File: src/rtl/adpcm_xls_dec.sv
// IMA ADPCM decoder: consumes 4-bit codes (optionally packed two per byte) and
// rebuilds one signed 16-bit PCM sample per code on a registered valid/ready output.
module adpcm_xls_dec #(
    parameter bit PACKED = 1'b1
) (
    input  logic               clk,
    input  logic               rst,
    input  logic [7:0]         in_code,
    input  logic               in_code_vld,
    output logic               in_code_rdy,
    input  logic               in_init,
    input  logic signed [15:0] in_init_pred,
    input  logic [6:0]         in_init_idx,
    output logic [15:0]        out_sample,
    output logic               out_sample_vld,
    input  logic               out_sample_rdy
);

    typedef enum logic [1:0] {
        ST_EMPTY = 2'd0,
        ST_ONE   = 2'd1,
        ST_TWO   = 2'd2
    } state_t;

    localparam logic [15:0] STEP_TAB [0:88] = '{
        16'd7,     16'd8,     16'd9,     16'd10,    16'd11,    16'd12,    16'd13,    16'd14,
        16'd16,    16'd17,    16'd19,    16'd21,    16'd23,    16'd25,    16'd28,    16'd31,
        16'd34,    16'd37,    16'd41,    16'd45,    16'd50,    16'd55,    16'd60,    16'd66,
        16'd73,    16'd80,    16'd88,    16'd97,    16'd107,   16'd118,   16'd130,   16'd143,
        16'd157,   16'd173,   16'd190,   16'd209,   16'd230,   16'd253,   16'd279,   16'd307,
        16'd337,   16'd371,   16'd408,   16'd449,   16'd494,   16'd544,   16'd598,   16'd658,
        16'd724,   16'd796,   16'd876,   16'd963,   16'd1060,  16'd1166,  16'd1282,  16'd1411,
        16'd1552,  16'd1707,  16'd1878,  16'd2066,  16'd2272,  16'd2499,  16'd2749,  16'd3024,
        16'd3327,  16'd3660,  16'd4026,  16'd4428,  16'd4871,  16'd5358,  16'd5894,  16'd6484,
        16'd7132,  16'd7845,  16'd8630,  16'd9493,  16'd10442, 16'd11487, 16'd12635, 16'd13899,
        16'd15289, 16'd16818, 16'd18500, 16'd20350, 16'd22385, 16'd24623, 16'd27086, 16'd29794,
        16'd32767
    };

    function automatic logic [15:0] step_of(input logic [6:0] i);
        logic [15:0] s;
        if (i <= 7'd88) begin
            s = STEP_TAB[i];
        end else begin
            s = 16'd32767;
        end
        return s;
    endfunction

    function automatic logic signed [7:0] adj_of(input logic [2:0] c);
        logic signed [7:0] a;
        case (c)
            3'd4:    a = 8'sd2;
            3'd5:    a = 8'sd4;
            3'd6:    a = 8'sd6;
            3'd7:    a = 8'sd8;
            default: a = -8'sd1;
        endcase
        return a;
    endfunction

    state_t             state_r;
    logic [7:0]         buf_r;
    logic signed [15:0] pred_r;
    logic [6:0]         idx_r;
    logic [15:0]        out_sample_r;
    logic               out_vld_r;

    logic               out_load_s;
    logic               accept_s;
    logic [3:0]         code_s;
    logic [15:0]        step_s;
    logic [17:0]        diff_s;
    logic signed [18:0] sum_s;
    logic [15:0]        pred_next_s;
    logic signed [7:0]  idx_sum_s;
    logic [6:0]         idx_next_s;
    logic [6:0]         init_idx_s;

    assign out_load_s     = (!out_vld_r || out_sample_rdy) && (state_r != ST_EMPTY);
    assign in_code_rdy    = rst && !in_init &&
                            ((state_r == ST_EMPTY) || ((state_r == ST_ONE) && out_load_s));
    assign accept_s       = in_code_vld && in_code_rdy;
    assign out_sample     = out_sample_r;
    assign out_sample_vld = out_vld_r;

    // Decode the pending nibble against the current predictor state.
    always_comb begin
        code_s      = 4'd0;
        pred_next_s = 16'd0;
        idx_next_s  = 7'd0;
        if (state_r == ST_TWO) begin
            code_s = buf_r[3:0];
        end else if (PACKED) begin
            code_s = buf_r[7:4];
        end else begin
            code_s = buf_r[3:0];
        end
        step_s = step_of(idx_r);
        diff_s = {5'd0, step_s[15:3]}
               + (code_s[2] ? {2'd0, step_s} : 18'd0)
               + (code_s[1] ? {3'd0, step_s[15:1]} : 18'd0)
               + (code_s[0] ? {4'd0, step_s[15:2]} : 18'd0);
        sum_s  = code_s[3] ? ({{3{pred_r[15]}}, pred_r} - $signed({1'b0, diff_s}))
                           : ({{3{pred_r[15]}}, pred_r} + $signed({1'b0, diff_s}));
        if (sum_s > 19'sd32767) begin
            pred_next_s = 16'h7FFF;
        end else if (sum_s < -19'sd32768) begin
            pred_next_s = 16'h8000;
        end else begin
            pred_next_s = sum_s[15:0];
        end
        idx_sum_s = $signed({1'b0, idx_r}) + adj_of(code_s[2:0]);
        if (idx_sum_s < 8'sd0) begin
            idx_next_s = 7'd0;
        end else if (idx_sum_s > 8'sd88) begin
            idx_next_s = 7'd88;
        end else begin
            idx_next_s = idx_sum_s[6:0];
        end
        init_idx_s = (in_init_idx > 7'd88) ? 7'd88 : in_init_idx;
    end

    // Predictor, code buffer, pending-code FSM and output register.
    always_ff @(posedge clk) begin
        if (!rst) begin
            state_r      <= ST_EMPTY;
            buf_r        <= 8'd0;
            pred_r       <= 16'sd0;
            idx_r        <= 7'd0;
            out_sample_r <= 16'd0;
            out_vld_r    <= 1'b0;
        end else if (in_init) begin
            // A held output sample survives init and can still be taken.
            pred_r  <= in_init_pred;
            idx_r   <= init_idx_s;
            state_r <= ST_EMPTY;
            if (out_vld_r && out_sample_rdy) begin
                out_vld_r <= 1'b0;
            end else begin
                out_vld_r <= out_vld_r;
            end
        end else begin
            if (out_load_s) begin
                out_sample_r <= pred_next_s;
                out_vld_r    <= 1'b1;
                pred_r       <= pred_next_s;
                idx_r        <= idx_next_s;
            end else if (out_sample_rdy) begin
                out_vld_r <= 1'b0;
            end else begin
                out_vld_r <= out_vld_r;
            end
            case (state_r)
                ST_EMPTY: begin
                    if (accept_s) begin
                        buf_r   <= in_code;
                        state_r <= PACKED ? ST_TWO : ST_ONE;
                    end else begin
                        state_r <= ST_EMPTY;
                    end
                end
                ST_TWO: begin
                    if (out_load_s) begin
                        state_r <= ST_ONE;
                    end else begin
                        state_r <= ST_TWO;
                    end
                end
                ST_ONE: begin
                    if (out_load_s && accept_s) begin
                        buf_r   <= in_code;
                        state_r <= PACKED ? ST_TWO : ST_ONE;
                    end else if (out_load_s) begin
                        state_r <= ST_EMPTY;
                    end else begin
                        state_r <= ST_ONE;
                    end
                end
                default: state_r <= ST_EMPTY;
            endcase
        end
    end

endmodule

File: config.mk
export PLATFORM = sky130hd
export DESIGN_NAME = adpcm_xls_dec
export DESIGN_NICKNAME = d
export VERILOG_FILES = /design/src/rtl/adpcm_xls_dec.sv
export SDC_FILE = /design/constraint.sdc
export NUM_CORES = 1
export LEC_CHECK = 0
export BUFFER_PORTS_ARGS = -buffer_cell sky130_fd_sc_hd__buf_2
export CAP_MARGIN = 15
export CORE_UTILIZATION = 60
export CTS_CLUSTER_SIZE = 10
export DETAILED_ROUTE_END_ITERATION = 10
export PLACE_DENSITY = 0.87
export SYNTH_ARGS = -nofsm -noshare
export SYNTH_HDL_FRONTEND = slang
export SYNTH_SLANG_ARGS = --single-unit
File: constraint.sdc
create_clock -name clk -period 9.2 [get_ports clk]
set_input_delay 1.84 -clock clk [delete_from_list [all_inputs] [get_ports clk]]
set_output_delay 1.84 -clock clk [all_outputs]
set_load 0.01 [all_outputs]
==> results of run 1 <==
==> synthesized netlist by cell type (5+ instances only) <==
library cell / instances
nor2b_1: 15
and3_1: 7
o21a_1: 7
xnor2_1: 27
nor3_1: 13
buf_1: 9
inv_1: 52
o211ai_1: 12
a31oi_1: 17
dfxtp_1: 50
clkbuf_1: 37
o21bai_1: 5
nand3_1: 12
mux2i_1: 15
o31ai_1: 7
o21ai_0: 65
o22ai_1: 22
xor2_1: 19
nand2b_1: 19
nand2_1: 87
a211oi_2: 5
a21oi_1: 85
nor2_1: 100
a21o_1: 15
a22oi_1: 15
a21oi_2: 8
fa_1: 27
a211oi_1: 16
ha_1: 57
==> per-stage QoR <==
| step | power (mW) | instance area, µm² |
|---|---|---|
| 6_report | 1.00 | 7220 |
| 5_1_grt | 1.07 | 7220 |
| 4_1_cts | 0.972 | 7180 |
| 3_5_place_dp | 0.835 | 7090 |
| 3_3_place_gp | 0.821 | 7090 |
| 2_1_floorplan | 0.716 | 6720 |
==> routing by layer <==
layer	vias to the layer above	part of all wire, %	wire [µm]
met5	-	0	0
met4	0	3.2	596
met3	69	7.5	1400
met2	360	47	8820
met1	3261	42	7750
li1	3314	-	-
==> worst register-to-register path: cells and delay by family, from the launching register on <==
family | cells | cell delay [ns]
simple gates | 9 | 2.01
fa+ha+maj | 5 | 1.98
buf+inv | 3 | 0.69
flops | 1 | 0.44
compound gates | 9 | 2.48
xor+xnor | 3 | 0.93
==> worst min-delay path by stage <==
stage | startpoint | to | slack (ns)
2_1_floorplan | buf_r[5]$_SDFFE_PN0P_ | buf_r[5]$_SDFFE_PN0P_ | 0.46
3_3_place_gp | buf_r[1]$_SDFFE_PN0P_ | buf_r[1]$_SDFFE_PN0P_ | 0.48
3_5_place_dp | out_sample[15]$_SDFFE_PN0P_ | out_sample[15]$_SDFFE_PN0P_ | 0.51
4_1_cts | out_sample[15]$_SDFFE_PN0P_ | out_sample[15]$_SDFFE_PN0P_ | 0.53
5_1_grt | out_sample[12]$_SDFFE_PN0P_ | out_sample[12]$_SDFFE_PN0P_ | 0.56
6_report | out_sample[10]$_SDFFE_PN0P_ | out_sample[10]$_SDFFE_PN0P_ | 0.53
==> registers in the layout, summed over array words and instances, names as in the netlist <==
signal          cells
state_r             2
idx_r               7
out_sample         16
buf_r               8
out_sample_vld      1
pred_r             16
==> cells in the final DEF, fill, tap and decap left out, types with 17 or more instances in the layout <==
cell type,n
xor2_1,19
nand2b_1,19
nor2_1,100
a21oi_1,85
fa_1,27
dfxtp_1,48
inv_1,52
xnor2_1,27
a31oi_1,17
buf_2,53
o22ai_1,21
o21ai_0,65
ha_1,57
nand2_1,87
==> logic make-up after synthesis <==
kind of cell | after synthesis | share of synthesized area [%]
compound gates | 321 | 31.6
xor+xnor | 48 | 6.59
fa+ha+maj | 84 | 18.6
buf+inv | 103 | 5.97
flops | 50 | 14.9
mux | 15 | 2.23
simple gates | 283 | 20.1
==> area by class of cell <==
| type | count | area [µm²] |
|---|---|---|
| fillers | 951 | 3670 |
| flip-flops and latches | 50 | 1000 |
| clock inverters | 2 | 12.5 |
| clock buffers | 6 | 82.6 |
| well taps | 140 | 175 |
| repair buffers | 70 | 405 |
| inverters | 55 | 206 |
| multi-input cells | 751 | 5330 |
==> timing repair <==
| action | CTS | global route |
|---|---|---|
| endpoints found under the setup margin | 0 | 30 |
| gates resized for setup | 0 | 2 |
| setup buffers | 0 | 2 |
==> power groups by stage <==
| stage | registers, mW | logic (mW) | clock network, mW |
|---|---|---|---|
| 2_1_floorplan | 0.245 | 0.472 | 0 |
| 3_3_place_gp | 0.248 | 0.573 | 0 |
| 3_5_place_dp | 0.248 | 0.586 | 0 |
| 4_1_cts | 0.243 | 0.591 | 0.138 |
| 5_1_grt | 0.246 | 0.678 | 0.148 |
| 6_report | 0.244 | 0.620 | 0.140 |
==> impl_metrics.csv, run 1 <==
group,metric,value,unit
outcome,outcome,"completed",
floorplan,design.die.area,11600,µm²
timing,finalSetupTns,0,ns
global_route,grt_pass1_wl,30500,µm
worst_setup_path,r2r_slack,0.57,ns
routing,ant_nets,0,
power,power_density,139,nW/µm²
synth,synth_cells,904,
cts,htreeDepth,2,
worst_setup_path,endpoint,"out_sample[1]$_SDFFE_PN0P_",
place,port_buffers,53,
routing,drt_pass1_iterations,6,
power,switching_power,460,µW
power,cellLeakagePower,3.33,nW
worst_setup_path,reg2reg_to,"out_sample[1]$_SDFFE_PN0P_",
cts,cts-root-buf,"clkbuf_8",
worst_setup_path,cp_num_buf_inv,3,
global_route,top_usage_layer,"met2",
global_route,grt_pass1_vias,6559,
cts,numCtsBuffers,5,
routing,routed_wl,18600,µm
synth,yosys-top-cells-area,"dfxtp_1 (15%), ha_1 (11%), fa_1 (8.0%), a21oi_1 (6.3%), nor2_1 (5.6%)",
timing,relSlewSlack,38.8,%
worst_setup_path,cp_top_family,"compound AO/OA/AOI/OAI gates",
worst_setup_path,cp.depth,29,
worst_setup_path,cp.required,9.41,ns
power,internal_power,543,µW
worst_setup_path,max_stage_delay,0.51,ns
floorplan,io_pins,54,
floorplan,die_w,108,µm
worst_setup_path,worstSetupStartpointType,"flop",
synth,syn-mean-instance-area,7.44,µm²
layout,drive_gt1_share,12.3,%
floorplan,core,10900,µm²
layout,final_util,66.3,%
timing,max_freq,116,MHz
place,place_ws,0.558,ns
global_route,grt_max_degree,59,
routing,drc_errors,0,
worst_setup_path,cp_slowest_cell,"fa_1",
timing,worst_pin_slew,0.893,ns
floorplan,num_rows,38,
worst_setup_path,path_max_fanout,21,
cts,cts_buffer_depth,2,
synth,async_reset_ff_share,0,%
worst_setup_path,r2r_start,"idx_r[2]$_SDFFE_PN0P_",
synth,synth-seq-area-share,14.9,%
power,swShare,45.8,%
place,gp_congestion,1.01,
synth,ys_warn_count,0,
global_route,met3_usage,4.54,%
power,combPwrFrac,61.8,%
timing,hold_viol,0,
global_route,grt_use_met2,55.3,%
timing,grt_setup_unrepaired,"false",
worst_setup_path,critPathArrivalTime,8.83,ns
layout,stdcell_count,1074,
routing,drt-wirelength-per-cell,17.3,µm
power,sequentialPowerShare,24.3,%
layout,fin_nets,1053,
routing,num_vias,7004,
worst_setup_path,crit_type,"flop to flop",
cts,ctsHoldBuffers,0,
routing,drt_first_iter_violations,639,
cts,clkTransAtPathRegs,0.10,ns
layout,antennaDiodeCount,0,
synth,netlist_area,6720,µm²
synth,netlist.area_leader.share,14.9,%
run,cap_violations,0,
layout,syn_to_final_growth,7.35,%
power,peakVddDrop,0.126,mV
timing,finalCritPeriodShare,93.8,%
routing,via_per_inst,6.52,
global_route,antenna_found_initial,0,
synth,synth_top_area_cell,"dfxtp_1",
timing,fin_crit,8.63,ns
power,clkPwrFrac,13.9,%
cts,tritoncts,"done",
synth,ys_ff_latch,50,
timing,setup_viol,0,
global_route,gr-usage-all-layers,32.5,%
timing,fin_worst_skew,0.0100,ns
timing,whs,0.527,ns
synth,synthFlopType,"dfxtp_1",
worst_setup_path,worstSetupEndpointType,"flop",
worst_setup_path,cp-startpoint,"idx_r[2]$_SDFFE_PN0P_",
cts,clk_latency,0.31,ns
place,hpwl,14200,µm
synth,synth-edff-count,0,
worst_hold_path,hold_class,"flop to flop",
synth,synth_nets,1024,
floorplan,die_y,108,µm
global_route,grt_overflow,0,
place,dp_cells,1064,
worst_setup_path,r2r_cells,29,
timing,setup_ws,0.574,ns
synth,synth_cell_types,75,
global_route,use_met1,41.2,%
floorplan,start_util,61.8,%
cts,numClockSinks,50,
worst_hold_path,min_path_cells,2,
timing,slew_viol_final,0,
Power figures use the tool's default switching activity.
==> run 2: changes to the inputs <==
MAX_ROUTING_LAYER = met4   (was not set)
SKIP_LAST_GASP = 1   (was not set)
==> run 2 against run 1 <==
Compared with the run above: final cell count unchanged; sequential power about the same; register-to-register slack better by 0.10 ns; first-iteration DRC count up 22%; sequential share of layout area about the same; critical path type unchanged; largest cell class unchanged; highest routed layer unchanged.
==> impl_metrics.csv, run 2 (synthesized netlist as in run 1, its figures left out) <==
group,metric,value,unit
cts,numCtsBuffers,5,
timing,fin_worst_skew,0.0115,ns
cts,tritoncts,"done",
cts,numClockSinks,50,
floorplan,io_pins,54,
power,power_density,140,nW/µm²
worst_setup_path,r2r_slack,0.68,ns
worst_setup_path,critPathArrivalTime,8.70,ns
cts,cts_buffer_depth,2,
run,cap_violations,0,
worst_setup_path,cp_top_family,"simple AND/OR/NAND/NOR gates",
routing,wl_met1,7610,µm
global_route,grt_overflow,0,
routing,drc_errors,0,
worst_setup_path,cp_num_buf_inv,4,
worst_setup_path,worstSetupStartpointType,"flop",
worst_hold_path,hp-start,"buf_r[5]$_SDFFE_PN0P_",
floorplan,num_rows,38,
worst_hold_path,hold_class,"flop to flop",
routing,met3WireLength,1450,µm
floorplan,start_util,61.8,%
timing,grt_setup_unrepaired,"false",
layout,layout_commonest_cell,"nor2_1",
routing,num_vias,6946,
cts,clkTransAtPathRegs,0.10,ns
floorplan,core,10900,µm²
power,peakVddDrop,0.118,mV
timing,setup_viol,0,
routing,drt_pass1_iterations,5,
cts,ctsHoldBuffers,0,
layout,fin_nets,1053,
place,hpwl,14100,µm
timing,relSlewSlack,38.9,%
worst_setup_path,path_max_fanout,16,
worst_setup_path,cp_slowest_cell,"fa_1",
layout,syn_to_final_growth,7.69,%
floorplan,die_w,108,µm
place,port_buffers,53,
worst_hold_path,whs_endpoint,"buf_r[5]$_SDFFE_PN0P_",
routing,wl_met2,9040,µm
global_route,gr-usage-all-layers,33.8,%
timing,hold_viol,0,
routing,routed_wl,18600,µm
worst_setup_path,r2r_cells,33,
worst_setup_path,r2r_start,"idx_r[1]$_SDFFE_PN0P_",
timing,worst_pin_slew,0.891,ns
floorplan,die_y,108,µm
timing,fin_crit,8.52,ns
layout,antennaDiodeCount,0,
routing,via_per_inst,6.47,
timing,max_freq,117,MHz
global_route,grt_pass1_wl,30700,µm
layout,drive_gt1_share,12.3,%
worst_setup_path,worstSetupEndpointType,"flop",
routing,drt-wirelength-per-cell,17.4,µm
worst_hold_path,min_path_cells,2,
outcome,outcome,"completed",
power,finalPower,1.02,mW
floorplan,design.die.area,11600,µm²
place,gp_congestion,1.05,
timing,finalCritPeriodShare,92.6,%
worst_setup_path,crit_type,"flop to flop",
worst_setup_path,cp.required,9.38,ns
global_route,grt_pass1_vias,6448,
worst_setup_path,reg2reg_to,"pred_r[3]$_SDFFE_PN0P_",
timing,finalSetupTns,0,ns
routing,routed.top_layer,"met4",
global_route,antenna_found_initial,0,
timing,slew_viol_final,0,
worst_setup_path,max_stage_delay,0.56,ns
global_route,grt_max_degree,59,
cts,htreeDepth,2,
layout,most-common-layout-cells,"nor2_1 (100), nand2_1 (87), a21oi_1 (85), o21ai_0 (65), ha_1 (57)",
power,cellLeakagePower,3.34,nW
cts,clk_latency,0.32,ns
routing,drt_first_iter_violations,782,
routing,ant_nets,0,
worst_setup_path,cpMostUsedCell,"inv_1",
cts,cts-root-buf,"clkbuf_8",
## run 2: cell types whose count changed in the layout (fill, tap and decap cells not counted)
cell and delta:
o41ai_1 -1, o41ai_2 +1, clkbuf_1 +1, clkinv_2 -1, bufinv_16 +1, clkbuf_8 -1
## run 2: timing repair
| action | CTS | global route |
|---|---|---|
| buffers inserted | 0 | 1 |
| setup endpoints to repair | 0 | 32 |
| gates resized for setup | 0 | 3 |
## run 2: cell type report
class | instances | area, µm²
clock buffer | 6 | 72.6
clock inverter | 2 | 37.5
fill | 938 | 3650
inverter | 55 | 206
multi-input combinational | 751 | 5340
sequential | 50 | 1000
tap | 140 | 175
timing repair buffer | 70 | 405
## run 2: how the worst max path moves through the flow
stage | start | end | slack [ns] | depth (start not counted)
2_1_floorplan | idx_r[0]$_SDFFE_PN0P_ | out_sample[10]$_SDFFE_PN0P_ | 1.37 | 36
3_3_place_gp | idx_r[0]$_SDFFE_PN0P_ | out_sample[1]$_SDFFE_PN0P_ | 0.70 | 34
3_5_place_dp | idx_r[0]$_SDFFE_PN0P_ | out_sample[0]$_SDFFE_PN0P_ | 0.47 | 34
4_1_cts | idx_r[0]$_SDFFE_PN0P_ | out_sample[0]$_SDFFE_PN0P_ | 0.42 | 34
5_1_grt | idx_r[0]$_SDFFE_PN0P_ | out_sample[4]$_SDFFE_PN0P_ | 0.11 | 34
6_report | idx_r[1]$_SDFFE_PN0P_ | pred_r[3]$_SDFFE_PN0P_ | 0.68 | 33
## run 2: metrics by stage
stage / area, µm² / setup WS, ns / util, % / cells / hold slack [ns]
floorplan: 6720 / 1.37 / - / 904 / 0.463
global placement: 7100 / 0.703 / 65.2 / 1065 / 0.481
detailed placement: 7100 / 0.466 / 65.2 / 1065 / 0.498
CTS: 7210 / 0.416 / 66.2 / 1073 / 0.526
global route: 7240 / 0.105 / 66.5 / 1074 / 0.550
finish: 7240 / 0.677 / 66.5 / 1074 / 0.521
## run 2: report_power, final
part / total, mW / switching [mW] / internal, mW / leakage (nW)
sequential: 0.244 / 0.0141 / 0.230 / 0.410
clock: 0.159 / 0.0774 / 0.0812 / 0.0514
combinational: 0.613 / 0.363 / 0.250 / 2.88
## run 2: worst register-to-register path, delay by kind of cell, from the launching register on
family / cells / cell delay [ns]
XOR/XNOR: 3 / 0.65
AND/OR/NAND/NOR: 11 / 2.33
adder cells (fa/ha/maj): 5 / 2.30
AO/OA/AOI/OAI: 10 / 2.25
buffers and inverters: 4 / 0.51
flip-flops: 1 / 0.34
## run 2: per-layer routing
metal / track usage (%) / vias to the layer above
met3: 4.90 / 54
li1: - / 3299
met1: 41.4 / 3258
met4: 10.3 / 0
met5: - / -
met2: 57.3 / 335
==> run 3: changes to the inputs <==
CORE_ASPECT_RATIO = 0.5   (was not set)
==> run 3 against run 2 <==
Compared with the run above: core utilization rose by 3.2 points; clock skew down 0.0012 ns; count of clock-buffer cells in the layout stayed put; sequential share of layout area decreased by 0.22 points; final cell count grew 0.65%; sequential power is essentially flat; register-to-register slack worse by 0.12 ns; first-iteration DRC count rose by 3.2%; hold slack worse by 0.016 ns; combinational power up 5.2%; cell area increased by 1.5%; routed wire length increased by 5.9%; critical endpoint is now out_sample[1]$_SDFFE_PN0P_; largest power group unchanged; highest routed layer unchanged.
==> impl_metrics.csv, run 3 (synthesized netlist as in run 1, its figures left out) <==
group,metric,value,unit
timing,hold_viol,0,
cts,htreeDepth,2,
timing,worst_pin_slew,0.769,ns
timing,whs,0.504,ns
cts,cts-root-buf,"clkbuf_16",
worst_setup_path,worstSetupEndpointType,"flop",
cts,ctsHoldBuffers,0,
place,hpwl,14400,µm
timing,slew_viol_final,0,
timing,finalSetupTns,0,ns
layout,antennaDiodeCount,0,
layout,final_util,69.7,%
worst_setup_path,crit_type,"flop to flop",
timing,relSlewSlack,47.3,%
power,peakVddDrop,0.127,mV
place,place_ws,0.555,ns
layout,syn_to_final_growth,9.32,%
layout,final-seq-area,1000,µm²
layout,drive_gt1_share,13.0,%
place,gp_congestion,1.01,
routing,routed_wl,19700,µm
timing,fin_worst_skew,0.0104,ns
global_route,antenna_found_initial,0,
routing,via_per_inst,6.55,
routing,wl_met2,9010,µm
worst_setup_path,cp.required,9.39,ns
routing,num_vias,7078,
routing,drt_pass1_iterations,5,
routing,ant_nets,0,
floorplan,io_pins,54,
cts,clk_latency,0.30,ns
power,power_density,148,nW/µm²
routing,drc_errors,0,
worst_setup_path,critPathArrivalTime,8.83,ns
worst_setup_path,path_max_fanout,17,
floorplan,die_y,76.9,µm
worst_setup_path,cp_slowest_cell,"dfxtp_1",
timing,setup_viol,0,
worst_setup_path,worstSetupStartpointType,"flop",
worst_setup_path,cpMostUsedCell,"nor2_1",
timing,max_freq,116,MHz
global_route,gr-usage-all-layers,35.7,%
timing,setup_ws,0.554,ns
outcome,outcome,"completed",
floorplan,design.die.area,11700,µm²
timing,fin_crit,8.65,ns
floorplan,die_w,152,µm
global_route,grt_max_degree,63,
layout,fin_nets,1060,
power,cellLeakagePower,3.40,nW
floorplan,start_util,63.8,%
place,port_buffers,53,
layout,fill_cells,831,
layout,most-common-layout-cells,"nor2_1 (100), nand2_1 (87), a21oi_1 (85), o21ai_0 (65), ha_1 (57)",
floorplan,num_rows,26,
routing,drt-wirelength-per-cell,18.3,µm
cts,tritoncts,"done",
routing,met3WireLength,1760,µm
routing,wl_met1,8450,µm
routing,routed.top_layer,"met4",
timing,finalCritPeriodShare,94.0,%
cts,numClockSinks,50,
cts,cts_buffer_depth,2,
worst_hold_path,hold_class,"flop to flop",
cts,numCtsBuffers,5,
cts,clkTransAtPathRegs,0.07,ns
global_route,grt_pass1_wl,32900,µm
global_route,grt_pass1_vias,6867,
global_route,grt_overflow,0,
layout,layout_commonest_cell,"nor2_1",
routing,drt_first_iter_violations,807,
timing,grt_setup_unrepaired,"false",
run,cap_violations,0,
worst_setup_path,max_stage_delay,0.53,ns
layout,multi_input_area,5340,µm²
floorplan,core,10500,µm²
run 3: power breakdown:
group	total (mW)	internal, mW	switching [mW]
clock	0.196	0.109	0.0867
combinational	0.645	0.260	0.385
sequential	0.243	0.230	0.0131
run 3: stage by stage:
step	power [mW]	cell area, µm²	instances
after floorplan	0.716	6720	904
after global placement	0.831	7150	1071
after CTS	1.05	7310	1079
after detailed placement	0.848	7150	1071
final	1.08	7350	1081
after global routing	1.15	7350	1081
run 3: worst max-delay path, delay by kind of cell (launching register included):
family,cells,cell delay (ns)
AOI/OAI and AO/OA,9,2.12
xor gates and xnor gates,3,0.69
adders and majority gates,5,2.20
buffers and inverters,5,0.73
DFF,1,0.53
and+or+nand+nor,13,2.24
run 3: final timing paths:
| kind | startpoint | to | slack (ns) | cells past startpoint |
|---|---|---|---|---|
| hold reg to reg | buf_r[5]$_SDFFE_PN0P_ | buf_r[5]$_SDFFE_PN0P_ | 0.50 | 2 |
| hold / removal | buf_r[5]$_SDFFE_PN0P_ | buf_r[5]$_SDFFE_PN0P_ | 0.50 | 2 |
| setup / recovery | idx_r[1]$_SDFFE_PN0P_ | out_sample[1]$_SDFFE_PN0P_ | 0.55 | 35 |
| setup reg to reg | idx_r[1]$_SDFFE_PN0P_ | out_sample[1]$_SDFFE_PN0P_ | 0.55 | 35 |
run 3: area by class of cell:
class                   count  share of cell area, %
multi-input cells         751                   72.7
flip-flops and latches     50                   13.6
repair buffers             77                   6.40
inverters                  55                   2.81
well taps                 140                   2.38
clock buffers               6                   1.89
clock inverters             2                  0.221
run 3: repair_timing:
action	4_1_cts	5_1_grt
setup endpoints to repair	0	30
resized for setup	0	2
setup buffers	0	2
run 3: layer usage:
| metal | vias to the layer above | GRT usage, % |
|---|---|---|
| met5 | - | - |
| met3 | 63 | 6.37 |
| met4 | 0 | 11.2 |
| met2 | 388 | 56.2 |
| met1 | 3307 | 46.4 |
| li1 | 3320 | - |
